--- src/rtl/display_driver_if.sv ---
// Bus between the calculator controller and the display driver: result handshake,
// converted BCD result and the multiplexed seven-segment drive.
interface display_driver_if;
    logic [15:0] display_value;
    logic        load;
    logic        busy;
    logic        done;
    logic [19:0] bcd_out;
    logic        sign_out;
    logic [6:0]  seg;
    logic [5:0]  an;

    modport master (
        output display_value, load,
        input  busy, done, bcd_out, sign_out, seg, an
    );

    modport slave (
        input  display_value, load,
        output busy, done, bcd_out, sign_out, seg, an
    );
endinterface

--- src/rtl/display_driver.sv ---
// Sign-magnitude result to BCD via iterative double-dabble, then a free-running
// six-digit seven-segment scan with leading-zero blanking and a minus digit.
module display_driver #(
    parameter int SCAN_DIV = 1000
) (
    input logic             clk,
    input logic             RST,
    display_driver_if.slave bus
);
    typedef enum logic {IDLE, CONVERT} state_t;

    localparam int CW = (SCAN_DIV > 1) ? $clog2(SCAN_DIV) : 1;

    state_t      state, state_next;
    logic [14:0] mag_sr;
    logic [19:0] scratch;
    logic [3:0]  iter;
    logic        sign_lat;
    logic        mag_nz;
    logic [19:0] adjusted;
    logic [34:0] shifted;

    logic [CW-1:0] scan_cnt;
    logic [2:0]    digit_idx;
    logic [19:0]   digit_shift;
    logic [6:0]    seg_next;
    logic [5:0]    an_next;

    function automatic logic [6:0] glyph(input logic [3:0] d);
        case (d)
            4'd0:    glyph = 7'h3F;
            4'd1:    glyph = 7'h06;
            4'd2:    glyph = 7'h5B;
            4'd3:    glyph = 7'h4F;
            4'd4:    glyph = 7'h66;
            4'd5:    glyph = 7'h6D;
            4'd6:    glyph = 7'h7D;
            4'd7:    glyph = 7'h07;
            4'd8:    glyph = 7'h7F;
            4'd9:    glyph = 7'h6F;
            default: glyph = 7'h00;
        endcase
    endfunction

    assign bus.busy = (state == CONVERT);

    // One double-dabble step: correct every nibble, then shift magnitude into the BCD scratch.
    always_comb begin
        adjusted = scratch;
        for (int i = 0; i < 5; i++) begin
            if (scratch[4*i +: 4] >= 4'd5)
                adjusted[4*i +: 4] = scratch[4*i +: 4] + 4'd3;
        end
        shifted = {adjusted, mag_sr} << 1;
    end

    always_comb begin
        state_next = state;
        case (state)
            IDLE:    if (bus.load) state_next = CONVERT;
            CONVERT: if (iter == 4'd14) state_next = IDLE;
            default: state_next = IDLE;
        endcase
    end

    always_ff @(posedge clk) begin
        if (RST) state <= IDLE;
        else     state <= state_next;
    end

    // Published result only changes on the final iteration, so the display never sees partial values.
    always_ff @(posedge clk) begin
        if (RST) begin
            mag_sr       <= '0;
            scratch      <= '0;
            iter         <= '0;
            sign_lat     <= 1'b0;
            mag_nz       <= 1'b0;
            bus.done     <= 1'b0;
            bus.bcd_out  <= '0;
            bus.sign_out <= 1'b0;
        end else begin
            bus.done <= 1'b0;
            case (state)
                IDLE: begin
                    if (bus.load) begin
                        mag_sr   <= bus.display_value[14:0];
                        sign_lat <= bus.display_value[15];
                        mag_nz   <= (bus.display_value[14:0] != 15'd0);
                        scratch  <= '0;
                        iter     <= '0;
                    end
                end
                CONVERT: begin
                    scratch <= shifted[34:15];
                    mag_sr  <= shifted[14:0];
                    iter    <= iter + 4'd1;
                    if (iter == 4'd14) begin
                        bus.bcd_out  <= shifted[34:15];
                        bus.sign_out <= sign_lat & mag_nz;
                        bus.done     <= 1'b1;
                    end
                end
                default: ;
            endcase
        end
    end

    always_ff @(posedge clk) begin
        if (RST) begin
            scan_cnt  <= '0;
            digit_idx <= '0;
        end else if (scan_cnt == CW'(SCAN_DIV - 1)) begin
            scan_cnt  <= '0;
            digit_idx <= (digit_idx == 3'd5) ? 3'd0 : digit_idx + 3'd1;
        end else begin
            scan_cnt <= scan_cnt + 1'b1;
        end
    end

    // A digit is blank when it and everything above it is zero; units is always drawn.
    always_comb begin
        seg_next    = '0;
        an_next     = '0;
        digit_shift = bus.bcd_out >> {digit_idx, 2'b00};
        if (digit_idx == 3'd5) begin
            an_next  = 6'b100000;
            seg_next = bus.sign_out ? 7'h40 : 7'h00;
        end else if (digit_idx < 3'd5) begin
            an_next = 6'b000001 << digit_idx;
            if (digit_idx == 3'd0 || digit_shift != 20'd0)
                seg_next = glyph(digit_shift[3:0]);
        end
    end

    always_ff @(posedge clk) begin
        if (RST) begin
            bus.an  <= 6'b000001;
            bus.seg <= 7'h3F;
        end else begin
            bus.an  <= an_next;
            bus.seg <= seg_next;
        end
    end
endmodule

--- src/flat_wrapper.sv ---
// flat-port wrapper written by rule: the top's interface ports become plain ports
module display_driver_flat 
#(
    parameter int SCAN_DIV = 1000
)
  (clk, RST, bus_display_value, bus_load, bus_busy, bus_done, bus_bcd_out, bus_sign_out, bus_seg, bus_an);
  display_driver_if bus_i ();
  input logic clk;
  input logic RST;
  input wire logic [$bits(bus_i.display_value)-1:0] bus_display_value;
  input wire logic [$bits(bus_i.load)-1:0] bus_load;
  output wire logic [$bits(bus_i.busy)-1:0] bus_busy;
  output wire logic [$bits(bus_i.done)-1:0] bus_done;
  output wire logic [$bits(bus_i.bcd_out)-1:0] bus_bcd_out;
  output wire logic [$bits(bus_i.sign_out)-1:0] bus_sign_out;
  output wire logic [$bits(bus_i.seg)-1:0] bus_seg;
  output wire logic [$bits(bus_i.an)-1:0] bus_an;
  assign bus_i.display_value = bus_display_value;
  assign bus_i.load = bus_load;
  assign bus_busy = bus_i.busy;
  assign bus_done = bus_i.done;
  assign bus_bcd_out = bus_i.bcd_out;
  assign bus_sign_out = bus_i.sign_out;
  assign bus_seg = bus_i.seg;
  assign bus_an = bus_i.an;
  display_driver #(.SCAN_DIV(SCAN_DIV)) u_core (.clk(clk), .RST(RST), .bus(bus_i));
endmodule
--- config.mk ---
export PLATFORM = sky130hd
export DESIGN_NAME = display_driver_flat
export DESIGN_NICKNAME = d
export VERILOG_FILES = /design/src/rtl/display_driver_if.sv /design/src/rtl/display_driver.sv /design/src/flat_wrapper.sv
export SDC_FILE = /design/constraint.sdc
export NUM_CORES = 1
export LEC_CHECK = 0
export ABC_AREA = 1
export BUFFER_PORTS_ARGS = -buffer_cell sky130_fd_sc_hd__buf_2
export CORE_MARGIN = 2
export CORE_UTILIZATION = 50
export DETAILED_ROUTE_END_ITERATION = 16
export PLACE_DENSITY = 0.76
export RECOVER_POWER = 100
export REMOVE_ABC_BUFFERS = 1
export SETUP_SLACK_MARGIN = 0.3
export SLEW_MARGIN = 20
export SYNTH_ARGS = -nofsm -noshare
export SYNTH_HDL_FRONTEND = slang
export SYNTH_SLANG_ARGS = --single-unit
--- constraint.sdc ---
create_clock -name clk -period 1.58 [get_ports clk]
set_input_delay 0.237 -clock clk [delete_from_list [all_inputs] [get_ports clk]]
set_output_delay 0.237 -clock clk [all_outputs]
set_load 0.02 [all_outputs]
# Yosys cells after proc, flatten, opt, wreduce, memory -nomap -nowiden
# Memories as Yosys holds them, arrays and structs flattened.
# Index checks and enable logic that the tools add are counted.
# op_classes
reduce_logical	9
n_mul	0
order_cmp	6
n_shift	2
n_bitwise	3
n_addsub	8
n_mux	22
n_eq_ne	4
div	0
# op_table
operator	n
$pmux 20 s2	1
$pmux 15 s2	1
$mux 7	4
$ge 4x3->1 const B	5
$mux 20	1
$mux 4	5
$reduce_bool 20->1	1
$shr 20x5->20	1
$add 4x2->4 const B	4
$mux 15	1
$reduce_bool 15->1	1
$mux 6	2
$add 10x1->10 const B	1
$eq 10x10->1 const B	1
$pmux 4 s2	1
$mux 3	2
$shl 1x3->6 const A	1
$add 4x1->4 const B	1
$eq 4x4->1 const B	1
$reduce_and 2->1	2
$reduce_or 2->1	2
$add 3x1->3 const B	1
$add 3x2->3 const B	1
$eq 3x3->1 const B	1
9 further kinds	12
# totals
register_bits	90
latch_bits	0
word_cells	69
memories	1
mem_bits_ro	112
out_inout_bits	36
ram_bits	0
# memory_table
memory	words	width	read_ports	rd_clocked_by_memory_dff	write_ports	line	source
(name not given)	16	7	1	0	0	display_driver.sv:30	case (d)

# Longest topological paths before layout
# depth
ltp_word	6
ltp_mapped	14

# Worst setup path before layout
# OpenSTA, ideal clock, no wires.
# synth_timing
kind	register -> register
from	register u_core.digit_idx[1]
to	register u_core.bus.seg[5]
setup_time_ps	61
path_buffers	1
arrival_time_ps	1646
path_stages_with_launch	14
slack_ps	-127
path_cell_list	dfxtp_1 > buf_4 > inv_1 > nand2_1 > inv_1 > nand2_1 > nand3_1 > o21ai_1 > inv_1 > ha_1 > nand3b_1 > nand3_1 > nand3_1 > nand2_1
# synth_between
elab_chain_len	6
elab_cells_between_ends	10
# synth_lines
item	line	source
start, declared	display_driver.sv:24	logic [2:0] digit_idx;
start signal, assigned	display_driver.sv:115	digit_idx <= (digit_idx == 3'd5) ? 3'd0 : digit_idx + 3'd1;
branches (longest 5 deep; another with $mem_v2 16x7)	--	
$mux 7 *	display_driver.sv:126	if (digit_idx == 3'd5) begin
end signal, assigned	display_driver.sv:142	bus.seg <= seg_next;
end, declared	display_driver_if.sv:20	output busy, done, bcd_out, sign_out, seg, an
# Every way passes the cells marked *.
# A chain may end at the register's enable or synchronous reset.

# Final worst setup path
# layout_timing
from	register u_core.digit_idx[0]
to	register u_core.bus.seg[6]
# The elaborated chain is that of the path after synthesis.

==> reports/metrics.cfg <==
[cts]
clkLatencyLatePin_ps=380
cts.sinks=90
cts_buffers=9
clockBufferDepth=2
htreeDepth=3
clk_pin_slew_ps=100
hold_buffers=0
clockRootBuffer=clkbuf_8
cts_tree=yes

[route]
via_count=5078
drc=0
ant_nets=0
wl_per_cell_um=19.1
firstDrtPassIters=5
drtIter0Drc=473
via_per_inst=5.91
finalWirelength_um=16400

[setup_path]
cp.arrival_ps=2020
r2r_end=u_core.bus.seg[6]
crit_path_max_fanout=6
cp-start-kind=register
rrSetupSlack_ps=-100
cp-end-kind=register
reg2reg_depth=12
path_class=register to register
required_ps=1910
r2r-start=u_core.digit_idx[0]

[synthesis]
yosysWarnings=0
synth-compound-area-share_pct=11.0
synthCells=621
synthMuxAreaShare_pct=0
yosys.area_share.simple_pct=31.4
synth_xor_area_share_pct=1.83
ys_types=33
yosys.area_share.adder_pct=5.52
synth_ff_type=dfxtp_1
yosysSeqAreaShare_pct=41.8
syn_area_mm2=0.00431
ys_ff_latch=90
synth-async-reset-ratio_pct=0
synth.avg_cell_area_um2=6.94
synth_top_family_by_area=simple AND/OR/NAND/NOR gates
synth_edf_count=0

[min_path]
hp-class=input port to register
min-delay-start=bus_display_value[0]
holdPathEnd=u_core.mag_sr[0]
whs_path_depth=3

[cells_and_area]
stdcell_area_mm2=0.00659
layout-drive-gt1-share_pct=47.7
area_growth_syn_to_layout_pct=52.9
antenna_cells=0
fin_nets=787
fill_cells=461
fin_cells=859
layout_common_cells=nand2_1 (158), buf_4 (62), dfxtp_1 (61), buf_2 (51), inv_1 (47)
final_common_cell=nand2_1

[sta]
relSlewSlack_pct=51.7
hold_viol_final=0
fin_worst_skew_ps=6.71
fmax_mhz=594
rsz0062_at_grt=yes
fin_tns_setup_ps=-504
worst_slack_ps=-104
min_period_ps=1680
setup-violations-final=7
fin_crit_sh_pct=107
finalMaxSlewViolations=0
worstMarginPinSlew_ps=724

[placed_design]
hpwl_um=7570
postPlaceCellArea_mm2=0.00496
gp_congestion=0.857
portBuffers=54
dp.cells=801
dp_slack_ps=-232

[global_routing]
grt_max_degree=38
grt_pass1_vias=4368
grtUsageTotal_pct=26.5
grt_pass1_wl_um=20400
antenna_found_initial=0
grt.overflow.total=0

[die]
die_area_mm2=0.00938
start_util_pct=51.9
die_x_um=96.8
rows=33
io_pins=55
core_area_mm2=0.00830
dieHeight_um=96.8

[run_status]
status=finished with violations
violations=negative setup slack

[pwr]
power_density_mw_per_mm2=669
ir_worst_vdd_uv=429
power_mw=4.41
leakagePower_nw=3.04

[job]
cap_violations=0

[flip-flops by register name, summed over array words and instances (netlist names)]
| name | cells |
|---|---|
| u_core.bus.bcd_out | 20 |
| u_core.scratch | 20 |
| u_core.mag_sr | 15 |
| u_core.scan_cnt | 10 |
| u_core.bus.seg | 7 |
| u_core.bus.an | 6 |
| u_core.iter | 4 |
| u_core.digit_idx | 3 |
| u_core.bus.busy | 1 |
| u_core.bus.done | 1 |
| u_core.bus.sign_out | 1 |
| u_core.mag_nz | 1 |
| u_core.sign_lat | 1 |
[through the flow]
stage / util (%) / hold slack, ps
floorplan: - / 306
global placement: 59.7 / 446
detailed placement: 59.7 / 454
CTS: 70.6 / 132
global route: 79.4 / 151
finish: 79.4 / 136
[worst max-delay path, cell delays in order (launching register included)]
cell	delay (ps)
dfxtp_4	420
inv_4	60
nand2_2	70
nand2_2	80
nand2_2	90
nand3_4	90
o21ai_4	110
inv_2	90
ha_2	170
nand3b_1	190
nand3_1	110
nand3_1	90
nand2_1	70
[power breakdown]
part	leakage, nW	total [mW]	internal, mW	switching [mW]
Sequential	0.747	2.34	2.30	0.0351
Clock	0.103	1.71	0.778	0.927
Combinational	2.19	0.367	0.139	0.228
Total	3.04	4.41	3.22	1.19
[worst max path at each step]
| stage | startpoint | endpoint | depth (start not counted) |
|---|---|---|---|
| after floorplan | u_core.bus.busy | u_core.bus.bcd_out[4] | 4 |
| after global placement | u_core.digit_idx[0] | u_core.bus.seg[6] | 11 |
| after detailed placement | u_core.digit_idx[0] | u_core.bus.seg[0] | 11 |
| after CTS | u_core.digit_idx[0] | u_core.bus.seg[5] | 12 |
| after global routing | u_core.digit_idx[0] | u_core.bus.seg[6] | 12 |
| final | u_core.digit_idx[0] | u_core.bus.seg[6] | 12 |
[cells by family (layout without fill, tap and decap cells)]
kind of cell	after synthesis	in the layout
buffers and inverters	94	226
and+or+nand+nor	320	321
DFF	90	90
adders and majority gates	19	19
xor gates and xnor gates	9	9
AOI/OAI and AO/OA	89	89
[final cells by class]
type / instances / area (µm²) / area share [%]
Clock buffer: 10 / 138 / 2.09
Multi-Input combinational cell: 438 / 3060 / 46.5
Inverter: 72 / 300 / 4.56
Tap cell: 105 / 131 / 1.99
Clock inverter: 6 / 65.1 / 0.987
Sequential cell: 90 / 1860 / 28.2
Timing Repair Buffer: 138 / 1030 / 15.7
[synthesized netlist by cell type, types with 2 or more instances]
master / count / share of area (%)
a211oi_1: 2 / 0.35
a21oi_1: 47 / 5.5
buf_1: 6 / 0.52
buf_4: 2 / 0.35
clkbuf_1: 13 / 1.1
dfxtp_1: 90 / 42
ha_1: 19 / 5.5
inv_1: 67 / 5.8
inv_2: 4 / 0.35
nand2_1: 195 / 17
nand2_2: 5 / 0.73
nand3_1: 59 / 6.9
nand3b_1: 3 / 0.52
nand4_1: 5 / 0.73
nor2_1: 36 / 3.1
nor3_1: 8 / 0.93
nor4_1: 3 / 0.44
o21ai_0: 31 / 3.6
o21ai_1: 3 / 0.35
or2_2: 2 / 0.29
xor2_1: 9 / 1.8
[repair_timing]
action                                  4_1_cts  5_1_grt
pin swaps                                    46       68
gates cloned                                  1        0
endpoints found under the setup margin       72       82
gates resized for setup                     156      167
buffers inserted                             24       17
[layer usage]
metal  wire (µm)  part of all wire (%)  up-vias  track usage [%]
met3        1210                   7.4      111             5.85
met4        1130                   6.9        0             11.3
met1        5870                    36     2428             30.7
met2        8160                    50      302             47.0
li1            -                     -     2237                -
met5           0                     0        -                0
No activity file was read; power rests on OpenSTA's default activity.
